File: config.mk
export PLATFORM = sky130hd
export DESIGN_NAME = led_pattern_ctrl
export DESIGN_NICKNAME = d
export VERILOG_FILES = /design/src/rtl/led_ctrl_pkg.sv /design/src/rtl/button_debounce.sv /design/src/rtl/led_pattern_ctrl.sv
export SDC_FILE = /design/constraint.sdc
export NUM_CORES = 1
export LEC_CHECK = 0
export CAP_MARGIN = 20
export CORE_MARGIN = 2
export CORE_UTILIZATION = 60
export DETAILED_ROUTE_END_ITERATION = 6
export MAX_ROUTING_LAYER = met4
export PLACE_DENSITY_LB_ADDON = 0.12
export SETUP_SLACK_MARGIN = 0.4
export SLEW_MARGIN = 20
export SYNTH_ARGS = -nofsm -noshare
export SYNTH_HDL_FRONTEND = slang
export SYNTH_SLANG_ARGS = --single-unit
export TNS_END_PERCENT = 50
File: constraint.sdc
create_clock -name Clk_50MHz -period 2.55 [get_ports Clk_50MHz]
set_input_delay 0.51 -clock Clk_50MHz [delete_from_list [all_inputs] [get_ports Clk_50MHz]]
set_output_delay 0.51 -clock Clk_50MHz [all_outputs]
set_load 0.02 [all_outputs]
File: src/rtl/led_ctrl_pkg.sv
// Shared widths and default timing constants for the LED pattern control stage.
// Contents: mode/speed widths, speed-level count, default debounce length and
// default step-divider base period, plus the matching field typedefs.
package led_ctrl_pkg;

    localparam int unsigned MODE_W              = 2;
    localparam int unsigned SPEED_W             = 2;
    localparam int unsigned SPEED_LVLS          = 4;
    localparam int unsigned DEF_DEBOUNCE_CYCLES = 1_000_000;  // 20 ms at 50 MHz
    localparam int unsigned DEF_TICK_DIV_BASE   = 6_250_000;  // 8 Hz at 50 MHz

    typedef logic [MODE_W-1:0]  mode_t;
    typedef logic [SPEED_W-1:0] speed_t;

endpackage

File: src/rtl/button_debounce.sv
// Conditions one raw active-low push button into a single-cycle press pulse.
// Ports:
//   clk_i     system clock
//   rst_i     asynchronous active-high reset
//   btn_n_i   raw button level, active-low, asynchronous to clk_i
//   press_o   registered one-cycle pulse on each debounced 1->0 transition
module button_debounce
    import led_ctrl_pkg::*;
#(
    parameter int unsigned DEBOUNCE_CYCLES = DEF_DEBOUNCE_CYCLES
) (
    input  logic clk_i,
    input  logic rst_i,
    input  logic btn_n_i,
    output logic press_o
);

    localparam int unsigned CNT_W = (DEBOUNCE_CYCLES > 1) ? $clog2(DEBOUNCE_CYCLES) : 1;
    localparam logic [CNT_W-1:0] CNT_LAST = CNT_W'(DEBOUNCE_CYCLES - 1);

    logic [1:0]       sync_q, sync_d;     // [0] first stage, [1] synchronised level
    logic [1:0]       vld_q, vld_d;       // marks when sync_q[1] holds a post-reset sample
    logic [CNT_W-1:0] cnt_q, cnt_d;
    logic             deb_q, deb_d;
    logic             deb_dly_q, deb_dly_d;
    logic             armed_q, armed_d;
    logic             press_q, press_d;

    // State registers; everything resets to the released level.
    always_ff @(posedge clk_i or posedge rst_i) begin
        if (rst_i) begin
            sync_q    <= 2'b11;
            vld_q     <= 2'b00;
            cnt_q     <= '0;
            deb_q     <= 1'b1;
            deb_dly_q <= 1'b1;
            armed_q   <= 1'b0;
            press_q   <= 1'b0;
        end else begin
            sync_q    <= sync_d;
            vld_q     <= vld_d;
            cnt_q     <= cnt_d;
            deb_q     <= deb_d;
            deb_dly_q <= deb_dly_d;
            armed_q   <= armed_d;
            press_q   <= press_d;
        end
    end

    // Synchroniser, debounce counter and falling-edge press detect.
    always_comb begin
        sync_d    = {sync_q[0], btn_n_i};
        vld_d     = {vld_q[0], 1'b1};
        cnt_d     = '0;
        deb_d     = deb_q;
        deb_dly_d = deb_q;
        if (sync_q[1] != deb_q) begin
            if (cnt_q == CNT_LAST) begin
                deb_d = sync_q[1];
            end else begin
                cnt_d = cnt_q + CNT_W'(1);
            end
        end
        // A button held through reset never arms until it is seen released,
        // so its first debounced low is not reported as a press.
        armed_d = armed_q | (vld_q[1] & sync_q[1]);
        press_d = armed_q & deb_dly_q & ~deb_q;
    end

    assign press_o = press_q;

endmodule

File: src/rtl/led_pattern_ctrl.sv
// Upstream control for the LED pattern sequencer: debounced mode/speed buttons,
// registered mode and speed-level selects, and the step-tick divider.
// Optional feature macro: LED_SPEED_SEL_EN (speed button enabled when defined;
// otherwise Btn_Speed_n is ignored, Speed_Lvl stays 0, period = TICK_DIV_BASE).
// Ports:
//   Clk_50MHz     system clock
//   Rst_OnBoard   asynchronous active-high reset
//   Btn_Mode_n    raw mode button, active-low
//   Btn_Speed_n   raw speed button, active-low
//   Mode          current pattern mode, 0..NUM_MODES-1
//   Mode_Changed  one-cycle pulse when Mode takes a new value
//   Speed_Lvl     current speed level, 0..3
//   Step_Tick     one-cycle step pulse for the sequencer
module led_pattern_ctrl
    import led_ctrl_pkg::*;
#(
    parameter int unsigned DEBOUNCE_CYCLES = DEF_DEBOUNCE_CYCLES,
    parameter int unsigned TICK_DIV_BASE   = DEF_TICK_DIV_BASE,
    parameter int unsigned NUM_MODES       = 2
) (
    input  logic              Clk_50MHz,
    input  logic              Rst_OnBoard,
    input  logic              Btn_Mode_n,
    input  logic              Btn_Speed_n,
    output logic [MODE_W-1:0] Mode,
    output logic              Mode_Changed,
    output logic [SPEED_W-1:0] Speed_Lvl,
    output logic              Step_Tick
);

    localparam int unsigned DIV_W = $clog2(TICK_DIV_BASE + 1);
    localparam mode_t  MODE_LAST  = MODE_W'(NUM_MODES - 1);
    localparam speed_t SPEED_LAST = SPEED_W'(SPEED_LVLS - 1);

    logic             mode_press;
    logic             speed_press;
    logic             div_clear;
    logic [DIV_W-1:0] period_last;

    mode_t            mode_q, mode_d;
    speed_t           speed_q, speed_d;
    logic             changed_q, changed_d;
    logic [DIV_W-1:0] div_q, div_d;
    logic             tick_q, tick_d;

    button_debounce #(
        .DEBOUNCE_CYCLES (DEBOUNCE_CYCLES)
    ) u_mode_db (
        .clk_i   (Clk_50MHz),
        .rst_i   (Rst_OnBoard),
        .btn_n_i (Btn_Mode_n),
        .press_o (mode_press)
    );

`ifdef LED_SPEED_SEL_EN
    button_debounce #(
        .DEBOUNCE_CYCLES (DEBOUNCE_CYCLES)
    ) u_speed_db (
        .clk_i   (Clk_50MHz),
        .rst_i   (Rst_OnBoard),
        .btn_n_i (Btn_Speed_n),
        .press_o (speed_press)
    );
`else
    logic unused_btn_speed;
    assign unused_btn_speed = Btn_Speed_n;
    assign speed_press      = 1'b0;
`endif

    // Each speed level halves the step period.
    assign period_last = DIV_W'(TICK_DIV_BASE >> speed_q) - DIV_W'(1);
    assign div_clear   = mode_press | speed_press;

    // Mode/speed/divider state registers.
    always_ff @(posedge Clk_50MHz or posedge Rst_OnBoard) begin
        if (Rst_OnBoard) begin
            mode_q    <= '0;
            speed_q   <= '0;
            changed_q <= 1'b0;
            div_q     <= '0;
            tick_q    <= 1'b0;
        end else begin
            mode_q    <= mode_d;
            speed_q   <= speed_d;
            changed_q <= changed_d;
            div_q     <= div_d;
            tick_q    <= tick_d;
        end
    end

    // Next mode/speed on press; divider restarts a full period after any change.
    always_comb begin
        mode_d    = mode_q;
        speed_d   = speed_q;
        changed_d = mode_press;
        div_d     = div_q + DIV_W'(1);
        tick_d    = 1'b0;
        if (mode_press) begin
            mode_d = (mode_q == MODE_LAST) ? '0 : mode_q + MODE_W'(1);
        end
        if (speed_press) begin
            speed_d = (speed_q == SPEED_LAST) ? '0 : speed_q + SPEED_W'(1);
        end
        if (div_clear) begin
            div_d = '0;
        end else if (div_q == period_last) begin
            div_d  = '0;
            tick_d = 1'b1;
        end
    end

    assign Mode         = mode_q;
    assign Speed_Lvl    = speed_q;
    assign Mode_Changed = changed_q;
    assign Step_Tick    = tick_q;

endmodule

==> results of run 1 <==
[cell usage after synthesis, drive strengths merged]
| cell | n |
|---|---|
| nand4bb | 1 |
| buf | 3 |
| nand4b | 4 |
| clkbuf | 6 |
| nor2 | 34 |
| nand2 | 16 |
| o31ai | 3 |
| o41ai | 1 |
| nand3 | 18 |
| nor4 | 6 |
| dfstp | 4 |
| and4 | 1 |
| or3 | 8 |
| xnor2 | 16 |
| a31o | 1 |
| mux2 | 1 |
| and3 | 4 |
| a21boi | 1 |
| a41o | 1 |
| dfrtp | 51 |
| inv | 9 |
| o21ai | 11 |
| nor3 | 10 |
| or2 | 1 |
| nand4 | 10 |
| ha | 2 |
| a21o | 1 |
| xor2 | 10 |
| conb | 2 |
| or4 | 7 |
| a21oi | 15 |
[cell usage in the layout, fill, tap and decap left out, types with 2 or more instances in the layout]
cell type        instances
a21oi_1                 15
and3_1                   4
buf_4                    3
clkbuf_8                 5
clkdlybuf4s50_1          6
conb_1                   3
dfrtp_1                 51
dfstp_2                  4
ha_1                     2
inv_1                    8
nand2_1                 16
nand3_1                 17
nand4_1                  9
nand4b_1                 4
nor2_1                  34
nor3_1                  10
nor4_1                   6
o21ai_0                 11
o31ai_1                  2
or3_1                    8
or4_1                    5
or4_4                    2
xnor2_1                 16
xor2_1                  10
[layout make-up]
type                    instances  area [um^2]
well taps                      50        62.56
clock buffers                   6        72.57
flip-flops and latches         55         1381
inverters                       9        33.78
clock inverters                 2        13.76
multi-input cells             186         1111
repair buffers                 10        102.6
fillers                       311         1280
[logic make-up after synthesis]
logic type               count (synthesis)  synth area share [%]
AND/OR/NAND/NOR                        120                 24.61
flip-flops                              55                 54.12
AO/OA/AOI/OAI                           34                 7.647
XOR/XNOR                                26                 8.921
buffers and inverters                   18                 2.990
adder cells (fa/ha/maj)                  2                0.9802
other                                    2                0.2942
multiplexers                             1                0.4411
[worst paths after layout]
path	from	to	slack, ns
setup / recovery	u_mode_db.cnt_q[0]	u_mode_db.cnt_q[18]	0.50
max in group asynchronous	Rst_OnBoard	u_mode_db.deb_dly_d	1.70
min in group asynchronous	Rst_OnBoard	div_q[1]	0.57
setup reg to reg	u_mode_db.cnt_q[0]	u_mode_db.cnt_q[18]	0.50
hold / removal	u_mode_db.sync_q[0]	u_mode_db.sync_q[1]	0.36
hold reg to reg	u_mode_db.sync_q[0]	u_mode_db.sync_q[1]	0.36
[worst reg2reg max path, delay by kind of cell (launching register included)]
| family | cells | cell delay, ns |
|---|---|---|
| flip-flops | 1 | 0.39 |
| adder cells (fa/ha/maj) | 1 | 0.24 |
| AO/OA/AOI/OAI | 1 | 0.15 |
| AND/OR/NAND/NOR | 3 | 1.21 |
[registers in the layout (all words and copies together) (netlist names)]
signal,flops
div_q,23
u_mode_db.cnt_q,20
Mode,2
u_mode_db.sync_q,2
u_mode_db.vld_q,2
Mode_Changed,1
Step_Tick,1
u_mode_db.armed_q,1
u_mode_db.deb_dly_d,1
u_mode_db.deb_dly_q,1
u_mode_db.press_o,1
[layer usage]
layer / routed length (um) / share of wire (%)
met5: 0 / 0
met4: 65 / 1.5
met3: 154 / 3.6
met2: 2021 / 47
met1: 2036 / 48
[through the flow]
step	cell area, um^2	hold slack [ns]
6_report	2778	0.3593
5_1_grt	2778	0.3682
4_1_cts	2770	0.3612
3_5_place_dp	2684	0.3418
3_3_place_gp	2684	0.3361
2_1_floorplan	2556	0.3312
[power by group]
group / leakage, nW / switching, mW / internal, mW
combinational: 0.358 / 0.0289 / 0.0127
clock: 0.0452 / 0.262 / 0.194
sequential: 0.728 / 0.00514 / 0.880
total: 1.13 / 0.296 / 1.09
==> results by group, run 1 <==
Clock tree
  • Cts bufs inserted: 5
  • Clock latency on the worst-skew pair: just over 0.3 ns
  • # H-tree levels: 2
  • Clock Root Buffer: clkbuf_8
  • Hold-fix buffers, CTS: 0
  • Post-CTS setup buffers: 0
  • Clock-pin slew on the worst setup and hold paths: around 0.09 ns
  • CTS tree: built
  • Post_cts resized: 0
  • Clock Path Buffers: 2
  • Clock Sink Count: 55

Min path
  • Worst Hold Class: reg2reg
  • Hold Path Depth: 0

Global routing
  • M3 GR Usage: 4.942%
  • Number of global-route vias before repair: 1731
  • GRT overflow: 0
  • Met1 Resource Use GR: 25.78%
  • Most used routing layer: met2
  • Largest net degree at the start of global routing: 56
  • Routing usage on met2: around a third
  • GRT Util Overall: 20.21%
  • First-pass GRT wire length: 7652 um
  • Antenna violations before repair: 0

Setup path
  • Slowest-stage cell, CP: or4_4
  • CP Depth: 5
  • Worst Path Required: 2.78 ns
  • R2R depth: 5
  • Crit path max-delay family: simple AND/OR/NAND/NOR gates
  • Worst path buffer plus inverter count: 0
  • Max incr delay on CP: 0.60 ns
  • Crit start category: flip-flop
  • CP arrival: 2.28 ns
  • Worst-path cell chain: ha_1 -> nand2_1 -> or4_4 -> or4_1 -> a21oi_1
  • Critical path type: reg2reg
  • Crit. End Element: flip-flop
  • Worst Path Max Fanout: 7

Timing
  • Final period util: approximately four fifths
  • Final-report setup violation count: 0
  • Fmax: just under 500 MHz
  • Sum of negative setup slack: 0 ns
  • Worst-margin pin slew: 0.6312 ns
  • Crit path time final: approximately 2 ns
  • Final setup margin: 0.5004 ns
  • Fin. Hold Viols: 0
  • Fin. max-slew vios: 0
  • Slew HR: between 50 and 60%
  • Skew final: between 0.009 and 0.01 ns
  • RSZ-0062 raised after global routing: yes

Finish
  • Core Util, Final: 68.46%
  • Cell Count, Final, Fillers Out: between 300 and 400
  • Fraction of layout cells with a size suffix above 1: 8.955%
  • Syn-to-layout area delta: 8.823%
  • Final net count: 273
  • Ant diodes: 0

Floorplan
  • Die Y: 69.23 um
  • Core area: 4058 um^2
  • Die Width: 69.23 um
  • Initial Utilization: approximately 63%
  • IO Count: 10
  • Die area: 4792 um^2
  • Num rows: 23

Route
  • Total number of vias: 1854
  • DRT Pass-1 Iters: 4
  • Routed len/inst: 13.45 um
  • Iteration-0 DRC Markers: between 100 and 150
  • Antenna Nets Post-Route: 0
  • Total routed wirelength: 4278 um
  • Drc violations: 0
  • Vias/cell: 5.830

Job
  • Max_cap viols: 0

Logic synthesis
  • Synth Area per Inst: between 9 and 10 um^2
  • Syn. warnings: 0
  • Sequential area share after synthesis: 54.12%
  • Top post-synthesis cells by area: dfrtp_1 50%, xnor2_1 5.5%, nor2_1 5.0%
  • Synth area leader: dfrtp_1
  • #FFs+latches synth: 55
  • Post-Syn Instances: 258
  • Cell area after synthesis: 2552 um^2
  • Synth top area share: 50.00%
  • Netlist cell types: 34

Pwr
  • Total power: 1.382 mW
  • VDD IR max: 0.0004033 V
  • Power per cell area: 497.6 nW/um^2
  • P_leak: 1.131 nW

Outcome
  • Status: finished clean

Place
  • Gp weighted congestion: 0.8147
  • Pre-CTS WS: about 0.43 ns
  • DP Cell Count: 310
  • Port Buffers: 6
  • HPWL Detailed: 2945 um
Power figures use the tool's default switching activity.
==> inputs of run 2 (changes only) <==
Clock period 2.55 ns to 2 ns, I/O delays scaled along.
==> run 2 against run 1 <==
  * Die area unchanged
  * Setup slack worse by 0.36 ns
  * Critical path depth fell by 1
  * Hold slack improved by 0.0052 ns
  * Final cell count grew 16%
==> results by group, run 2 (same netlist as run 1, synthesis figures left out) <==
Global routing
  • Antenna violations before repair: 0 (unchanged)
  • First-pass GRT wire length: 9867 um (+29%)
  • GRT Util Overall: 26.11% (+5.9 points)
  • Number of global-route vias before repair: 2185 (+26%)
  • Largest net degree at the start of global routing: 42 (-25%)
  • GRT overflow: 0 (unchanged)

Pwr
  • VDD IR max: 0.0005949 V (+48%)
  • Power per cell area: 527.1 nW/um^2 (+5.9%)
  • P_leak: 1.456 nW (+29%)

Clock tree
  • Clock-pin slew on the worst setup and hold paths: 0.11 ns (+0.02 ns)
  • Clock Path Buffers: 2 (unchanged)
  • Clock Root Buffer: clkbuf_8
  • Clock Sink Count: 55 (unchanged)
  • # H-tree levels: 2 (unchanged)
  • Clock latency on the worst-skew pair: 0.32 ns (about the same)
  • Cts bufs inserted: 5 (unchanged)
  • CTS tree: built
  • Hold-fix buffers, CTS: 0 (unchanged)

Floorplan
  • Die Width: 69.23 um (unchanged)
  • Die Y: 69.23 um (unchanged)
  • IO Count: 10 (unchanged)
  • Die area: 4792 um^2 (unchanged)
  • Initial Utilization: 62.90% (unchanged)
  • Core area: 4058 um^2 (unchanged)
  • Num rows: 23 (unchanged)

Route
  • Drc violations: 0 (unchanged)
  • Iteration-0 DRC Markers: 232 (+110%)
  • Antenna Nets Post-Route: 0 (unchanged)
  • Routed len/inst: 19.62 um (+46%)
  • DRT Pass-1 Iters: 5 (+1)
  • Total number of vias: 2359 (+27%)
  • Vias/cell: 6.376 (+9.4%)
  • Total routed wirelength: 7260 um (+70%)

Timing
  • Final-report setup violation count: 0 (unchanged)
  • Fin. Hold Viols: 0 (unchanged)
  • Crit path time final: 1.859 ns (-0.1910 ns)
  • Fmax: 538.0 MHz (+10%)
  • Slew HR: 64.20% (+6.7 points)
  • RSZ-0062 raised after global routing: yes
  • Final period util: 92.93% (+13 points)
  • Fin. max-slew vios: 0 (unchanged)
  • Skew final: 0.01491 ns (+0.005530 ns)
  • Hold_ws: 0.3645 ns (+0.005227 ns)
  • Worst-margin pin slew: 0.5321 ns (-0.09906 ns)
  • Sum of negative setup slack: 0 ns (unchanged)

Finish
  • Max FFs per register: 23 (unchanged)
  • Final net count: 325 (+19%)
  • Most frequent cells in the layout: 46 x dfrtp_1, 45 x buf_4, 23 x nor2_1, 16 x xnor2_1, 14 x nand2_1
  • Fraction of layout cells with a size suffix above 1: 40.94% (+32 points)
  • Largest reg by FF count: div_q
  • Ant diodes: 0 (unchanged)
  • Most common cell after layout, fill and taps aside: dfrtp_1
  • Biggest regs: div_q x23, u_mode_db.cnt_q x20
  • Syn-to-layout area delta: 39.26%

Outcome
  • Status: finished clean

Setup path
  • R2R setup slack: 0.14 ns (-0.36 ns)
  • Worst Path Required: 2.26 ns (-0.52 ns)
  • Reg2reg end: div_q[19]
  • Critical path type: reg2reg
  • Crit path max-delay family: simple AND/OR/NAND/NOR gates
  • Max incr delay on CP: 0.54 ns (-0.06 ns)
  • Worst Path Max Fanout: 4 (-3)
  • R2R depth: 4 (-1)
  • Worst-path cell chain: nand3_2 -> or4_4 -> or4_4 -> a21oi_4
  • CP dominant cell by count: or4_4
  • Worst path buffer plus inverter count: 0 (unchanged)
  • Worst R2R Start: div_q[7]
  • Crit. End Element: flip-flop
  • Slowest-stage cell, CP: or4_4
  • CP arrival: 2.12 ns (-0.16 ns)
  • Crit start category: flip-flop

Place
  • Gp weighted congestion: 0.8624 (+5.9%)
  • Port Buffers: 6 (unchanged)
  • HPWL Detailed: 3327 um (+13%)

Job
  • Max_cap viols: 0 (unchanged)

Min path
  • Worst hold start: u_mode_db.sync_q[0]
  • Worst Hold Class: reg2reg
  • Hold Path Depth: 0 (unchanged)
  • Hold Path Sink: u_mode_db.sync_q[1]
## run 2: cell count changes in the layout (fill, tap and decap cells not counted), sizes merged
cell,delta
buf,+52
clkbuf,-1
clkinv,-2
clkinvlp,+1
inv,+2
## run 2: report_power, final
group | internal (mW) | total (mW) | switching, mW
sequential | 1.12 | 1.13 | 0.00932
combinational | 0.0249 | 0.0674 | 0.0425
clock | 0.265 | 0.675 | 0.410
total | 1.41 | 1.87 | 0.461
## run 2: layout make-up
cell class | instances | area (um^2)
tap | 50 | 62.56
inverter | 9 | 37.54
clock inverter | 3 | 28.78
timing repair buffer | 62 | 543.0
clock buffer | 5 | 68.82
fill | 156 | 503.0
sequential | 55 | 1388
multi-input combinational | 186 | 1426
## run 2: metal layers
metal  vias to the layer above  global-route usage [%]  routed length [um]
li1                       1031                       -                   -
met1                      1151                   32.88                2892
met2                       131                   41.56                3567
met3                        46                   5.087                 416
met4                         0                   11.11                 384
met5                         -                       -                   0
## run 2: worst max path at each step
| stage | from | to | slack, ns | depth (start not counted) |
|---|---|---|---|---|
| 6_report | div_q[7] | div_q[19] | 0.14 | 4 |
| 5_1_grt | div_q[0] | div_q[20] | 0.13 | 5 |
| 4_1_cts | u_mode_db.cnt_q[0] | u_mode_db.cnt_q[18] | 0.24 | 5 |
| 3_5_place_dp | div_q[16] | div_q[17] | 0.09 | 5 |
| 3_3_place_gp | div_q[16] | div_q[10] | 0.13 | 5 |
| 2_1_floorplan | u_mode_db.cnt_q[3] | u_mode_db.cnt_q[18] | 0.17 | 5 |
## run 2: metrics by stage
stage / cells / util (%) / instance area (um^2) / power (mW) / setup WS (ns)
global route: 370 / 87.60 / 3555 / 1.942 / 0.1253
detailed placement: 320 / 68.76 / 2790 / 1.210 / 0.09339
finish: 370 / 87.60 / 3555 / 1.874 / 0.1414
global placement: 320 / 68.76 / 2790 / 1.210 / 0.1299
CTS: 357 / 79.43 / 3223 / 1.866 / 0.2423
floorplan: 259 / - / 2604 / 1.190 / 0.1704
## run 2: what timing repair did
action	in CTS	in global routing
setup endpoints to repair	47	48
pin swaps	23	16
resized for setup	28	56
buffers inserted	28	13
hold endpoints to repair	0	0
gates cloned	1	0
==> inputs of run 3 (changes only) <==
Settings changed: SLEW_MARGIN 20 to default.
==> results of run 3 <==
Final layout, timing and power as in run 2 (identical DEF).
